===== config.mk =====
export PLATFORM = sky130hd
export DESIGN_NAME = double_to_sig16b
export DESIGN_NICKNAME = d
export VERILOG_FILES = /design/src/rtl/double_to_sig16b.sv
export SDC_FILE = /design/constraint.sdc
export NUM_CORES = 1
export LEC_CHECK = 0
export ABC_CLOCK_PERIOD_IN_PS = 4010
export CORE_MARGIN = 1.5
export CORE_UTILIZATION = 35
export CTS_CLUSTER_SIZE = 40
export DETAILED_ROUTE_END_ITERATION = 10
export HOLD_SLACK_MARGIN = 0.08
export SLEW_MARGIN = 0
export SYNTH_ARGS = -nofsm -noshare
export SYNTH_HDL_FRONTEND = slang
export SYNTH_SLANG_ARGS = --single-unit

===== constraint.sdc =====
create_clock -name clk -period 4.01 [get_ports clk]
set_input_delay 1.203 -clock clk [delete_from_list [all_inputs] [get_ports clk]]
set_output_delay 1.203 -clock clk [all_outputs]
set_load 0.03 [all_outputs]

===== src/rtl/double_to_sig16b.sv =====
// Iterative binary64 -> 16-bit sign-magnitude sample converter.
// Shifts out one magnitude bit per cycle, rounds half-up, saturates at 0x7FFF.
module double_to_sig16b (
   input  logic        clk,
   input  logic        rst,
   input  logic        start,
   input  logic [63:0] double,
   output logic        busy,
   output logic        done,
   output logic [15:0] sig16b,
   output logic        ovf
);

   localparam int unsigned EXP_W = 11;
   localparam int unsigned SH_W  = 54;
   localparam int unsigned ACC_W = 16;
   localparam int unsigned CNT_W = 4;

   typedef enum logic [1:0] {IDLE, CLASSIFY, SHIFT, ROUND} state_t;

   state_t             state_q, state_d;
   logic               sign_q, sign_d;
   logic [EXP_W-1:0]   exp_q, exp_d;
   logic [SH_W-1:0]    sh_q, sh_d;
   logic [ACC_W-1:0]   a_q, a_d;
   logic [CNT_W-1:0]   count_q, count_d;
   logic               force_q, force_d;
   logic [14:0]        fmag_q, fmag_d;
   logic               fovf_q, fovf_d;
   logic               busy_q, busy_d;
   logic               done_q, done_d;
   logic [15:0]        sig16b_q, sig16b_d;
   logic               ovf_q, ovf_d;

   logic               exp_zero, exp_max, man_nz, too_big, too_small, special;
   logic [CNT_W-1:0]   cnt_load;
   logic [16:0]        mag17;
   logic [14:0]        fin_mag;
   logic               fin_ovf;

   // Operand classification on the captured exponent (e = E - 1023)
   always_comb begin
      exp_zero  = (exp_q == '0);
      exp_max   = (exp_q == 11'h7FF);
      man_nz    = |sh_q[52:1];
      too_big   = (exp_q >= 11'd1038);
      too_small = (exp_q <= 11'd1021);
      special   = exp_zero | exp_max | too_big | too_small;
      cnt_load  = CNT_W'(exp_q - 11'd1022);
   end

   always_comb begin
      mag17 = 17'(a_q) + 17'(sh_q[SH_W-1]);
      if (force_q) begin
         fin_mag = fmag_q;
         fin_ovf = fovf_q;
      end else if (mag17 > 17'd32767) begin
         fin_mag = 15'h7FFF;
         fin_ovf = 1'b1;
      end else begin
         fin_mag = mag17[14:0];
         fin_ovf = 1'b0;
      end
   end

   always_ff @(posedge clk or posedge rst) begin
      if (rst) state_q <= IDLE;
      else     state_q <= state_d;
   end

   always_comb begin
      state_d = state_q;
      case (state_q)
         IDLE:     if (start) state_d = CLASSIFY;
         CLASSIFY: if (special || cnt_load == '0) state_d = ROUND;
                   else                           state_d = SHIFT;
         SHIFT:    if (count_q == CNT_W'(1)) state_d = ROUND;
         ROUND:    state_d = IDLE;
         default:  state_d = IDLE;
      endcase
   end

   always_comb begin
      sign_d   = sign_q;
      exp_d    = exp_q;
      sh_d     = sh_q;
      a_d      = a_q;
      count_d  = count_q;
      force_d  = force_q;
      fmag_d   = fmag_q;
      fovf_d   = fovf_q;
      sig16b_d = sig16b_q;
      ovf_d    = ovf_q;
      done_d   = 1'b0;
      busy_d   = (state_d != IDLE);
      case (state_q)
         IDLE: if (start) begin
            sign_d  = double[63];
            exp_d   = double[62:52];
            sh_d    = {1'b1, double[51:0], 1'b0};
            a_d     = '0;
            force_d = 1'b0;
         end
         CLASSIFY: begin
            if (special) begin
               force_d = 1'b1;
               if (exp_max) begin
                  fmag_d = man_nz ? 15'h0000 : 15'h7FFF;
                  fovf_d = 1'b1;
               end else if (too_big) begin
                  fmag_d = 15'h7FFF;
                  fovf_d = 1'b1;
               end else begin
                  fmag_d = 15'h0000;
                  fovf_d = 1'b0;
               end
            end else begin
               count_d = cnt_load;
            end
         end
         SHIFT: begin
            a_d     = {a_q[ACC_W-2:0], sh_q[SH_W-1]};
            sh_d    = sh_q << 1;
            count_d = count_q - CNT_W'(1);
         end
         ROUND: begin
            // Sign suppressed on zero magnitude so -0 never leaves the block
            sig16b_d = {sign_q & (|fin_mag), fin_mag};
            ovf_d    = fin_ovf;
            done_d   = 1'b1;
         end
         default: ;
      endcase
   end

   always_ff @(posedge clk or posedge rst) begin
      if (rst) begin
         sign_q   <= 1'b0;
         exp_q    <= '0;
         sh_q     <= '0;
         a_q      <= '0;
         count_q  <= '0;
         force_q  <= 1'b0;
         fmag_q   <= '0;
         fovf_q   <= 1'b0;
         busy_q   <= 1'b0;
         done_q   <= 1'b0;
         sig16b_q <= '0;
         ovf_q    <= 1'b0;
      end else begin
         sign_q   <= sign_d;
         exp_q    <= exp_d;
         sh_q     <= sh_d;
         a_q      <= a_d;
         count_q  <= count_d;
         force_q  <= force_d;
         fmag_q   <= fmag_d;
         fovf_q   <= fovf_d;
         busy_q   <= busy_d;
         done_q   <= done_d;
         sig16b_q <= sig16b_d;
         ovf_q    <= ovf_d;
      end
   end

   assign busy   = busy_q;
   assign done   = done_q;
   assign sig16b = sig16b_q;
   assign ovf    = ovf_q;

endmodule


==> impl_metrics.ini <==
[cells_and_area]
utilization = 0.4458
multi_input_area_sq_um = 2505
syn2layout_area_growth_pct = 24.99
ff_latch_area_sq_um = 2728
layout-drive-gt1-share = 0.07731
final_nets = 667
fill_cells = 1410
diodes = 0

[timing]
whs_ps = 479.6
period_needed_ps = 2865
setup_viol = 0
worstMarginPinSlew_ps = 1038
slew_headroom = 0.3051
timing.setup.tns_ps = 0
rsz0062_at_grt = no
fin_worst_skew_ps = 6.281
drv_slew = 0
fin_crit_sh = 0.7145
hold_viol = 0
fmaxAchievable_mhz = 349.0

[yosys]
yosysWarnings = 0
synth_edf_count = 0
postSynthCellCount = 524
seq_area_frac_synth = 0.5050
ys_async_sr_fraction = 1.000
synthFlopType = dfrtp_1
synth_seq_cells = 109
syn-num-nets = 601
avgSynthCellArea_sq_um = 10.31
mappedNetlistArea_sq_um = 5401
ys_types = 48

[global_route]
antenna_found_initial = 0
grt.overflow.total = 0
grt_use_total = 0.1567
grt_pass1_vias = 3989
grt_pass1_wl_um = 20180
grt_start_max_net_pins = 102

[floorplan]
die-height_um = 127.2
core_area_sq_um = 15150
die_w_um = 127.2
boundaryPins = 86
row_count = 45
dieArea_sq_um = 16190
initial_core_util = 0.3566

[detailed_routing]
drtIter0Drc = 234
route.detailed.drc = 0
ant_nets = 0
post_drt_wl_per_cell_um = 15.04
drt_wl_total_um = 11780
vias = 4106
dr.pass1.iters = 4
vias_per_cell = 5.244

[cts]
cts_root_buf = clkbuf_16
postCtsSetupBuffers = 0
clock_sinks = 109
path_clk_slew_ps = 70
cts-resized-gates = 0
postCtsHoldBufs = 0
clkLatencyLatePin_ps = 360
clk_path_buf_depth = 2
numCtsBuffers = 9
cts_tree = done
htreeDepth = 3

[outcome]
status = completed

[worst_setup_path]
path_common_cell = nand3_1
setup.worst_path.start = sh_q[53]$_DFFE_PP0P_
crit_path_max_incr_delay_ps = 840
reg2reg_from = sh_q[53]$_DFFE_PP0P_
cp_cell_sequence = ha_1, nand3_1, nor3_2, nand3_1, mux2i_1, o211ai_1, o22a_1
critPathKind = reg2reg
cp-start-kind = flop
cp_max_fo = 14
cp_data_required_time_ps = 4300
crit_slowest_cell = o211ai_1
cp_data_arrival_time_ps = 3160
reg2reg_slack_ps = 1140
critPathCaptureType = flop

[pwr]
power.density_nw_per_um2 = 790.0
max-vdd-ir-drop_uv = 550.7
p_leak_nw = 2.794

[placed_design]
dpl.hpwl_um = 8453
place_congestion = 0.7734
port-buffer-count = 85

[job]
maxCapViolations = 0

[worst_hold_path]
hold_path_startpoint = ovf$_DFFE_PP0P_
hp-class = reg2reg
==> flip-flops by register name (all words and copies together) (netlist names) <==
name     cells
exp_q       11
sh_q        53
sig16b      16
sign_q       1
done         1
a_q         16
busy         1
count_q      4
fovf_q       1
state_q      2
fmag_q       1
force_q      1
ovf          1
==> Yosys cell counts (all sizes together) (2+ instances only) <==
library cell,count,area share
or4,2,0.0042
xor2,7,0.011
a222oi,2,0.0037
or2,3,0.0035
mux2,13,0.027
ha,10,0.023
o22a,14,0.023
nor2b,2,0.0023
nor4,18,0.021
nor2,19,0.014
clkbuf,28,0.019
nand3,11,0.010
a22o,17,0.028
and3,4,0.0046
o211ai,2,0.0028
nor3,8,0.0083
xnor2,10,0.016
o211a,2,0.0037
nand2b,3,0.0035
a21oi,4,0.0044
a31oi,3,0.0035
nand4,6,0.0070
dfrtp,109,0.50
inv,16,0.011
or3,4,0.0046
mux2i,55,0.10
nand2,71,0.049
o21ai,60,0.056
buf,6,0.0051
and2,2,0.0023
==> critical path, delay by kind of cell (launching register included) <==
family	cells	cell delay, ps
fa+ha+maj	1	240
simple gates	3	850
mux	1	190
compound gates	2	1110
flops	1	420
==> report_power, final <==
group / switching [mW] / total [mW] / internal (mW)
combinational: 1.28 / 2.34 / 1.06
clock: 0.404 / 0.903 / 0.499
sequential: 0.471 / 2.09 / 1.62
==> cell usage in the layout, fill, tap and decap left out, types with 2 or more instances in the layout <==
cell | synthesis | layout
and3_1 | 4 | 4
clkinv_2 | 0 | 2
clkbuf_16 | 0 | 9
o22a_1 | 14 | 14
o21ai_0 | 60 | 59
nand4_1 | 6 | 6
xnor2_1 | 10 | 10
clkdlybuf4s50_1 | 0 | 85
mux2i_1 | 55 | 55
xor2_1 | 7 | 7
buf_12 | 0 | 3
clkinvlp_4 | 0 | 4
nand2b_1 | 3 | 3
or4_4 | 2 | 2
inv_1 | 16 | 15
nand3_1 | 11 | 11
and2_1 | 2 | 2
a21oi_1 | 3 | 3
mux2_2 | 13 | 13
a31oi_1 | 3 | 3
or3_1 | 4 | 4
o211ai_1 | 2 | 2
o211a_1 | 2 | 2
nor4_1 | 18 | 18
or2_2 | 2 | 2
ha_1 | 10 | 9
nor2b_1 | 2 | 2
dfrtp_1 | 109 | 109
a22o_1 | 17 | 17
nor2_1 | 18 | 18
nor3_1 | 7 | 7
nand2_1 | 71 | 71
a222oi_1 | 2 | 2
==> logic make-up (layout without fill, tap and decap cells) <==
group / count (synthesis) / in the layout / share of synthesized area
XOR/XNOR: 17 / 17 / 0.02756
AND/OR/NAND/NOR: 155 / 155 / 0.1374
multiplexers: 68 / 68 / 0.1290
AO/OA/AOI/OAI: 115 / 115 / 0.1422
adder cells (fa/ha/maj): 10 / 10 / 0.02316
flip-flops: 109 / 109 / 0.5050
buffers and inverters: 50 / 121 / 0.03567
==> final cells by class <==
class,instances,share of cell area
flip-flops and latches,109,0.4040
multi-input cells,365,0.3710
repair buffers,89,0.1360
clock buffers,10,0.03540
well taps,188,0.03484
inverters,16,0.009451
clock inverters,6,0.009266
==> stage by stage <==
| stage | setup WS (ps) | instances | power, mW | instance area [sq um] |
|---|---|---|---|---|
| global route | 863.1 | 783 | 5.768 | 6751 |
| CTS | 1111 | 783 | 5.392 | 6751 |
| detailed placement | 1124 | 767 | 4.476 | 6450 |
| floorplan | 1492 | 524 | 3.762 | 5405 |
| finish | 1145 | 783 | 5.334 | 6751 |
| global placement | 1168 | 767 | 4.381 | 6450 |
==> worst paths after layout <==
check,depth (start not counted),endpoint
max,7,sig16b[6]$_DFFE_PP0P_
min,1,ovf$_DFFE_PP0P_
max reg2reg,7,sig16b[6]$_DFFE_PP0P_
min reg2reg,1,ovf$_DFFE_PP0P_
max in group asynchronous,3,sig16b[13]$_DFFE_PP0P_
min in group asynchronous,2,sh_q[38]$_DFFE_PP0P_
==> routing by layer <==
metal / up-vias / track usage / wire [um]
li1: 2006 / - / -
met2: 104 / 0.2426 / 5295
met4: 0 / 0.04011 / 131
met5: - / 0 / 0
met1: 1981 / 0.2178 / 5778
met3: 15 / 0.04313 / 575
Note: power is estimated with default switching activity, not from simulation.
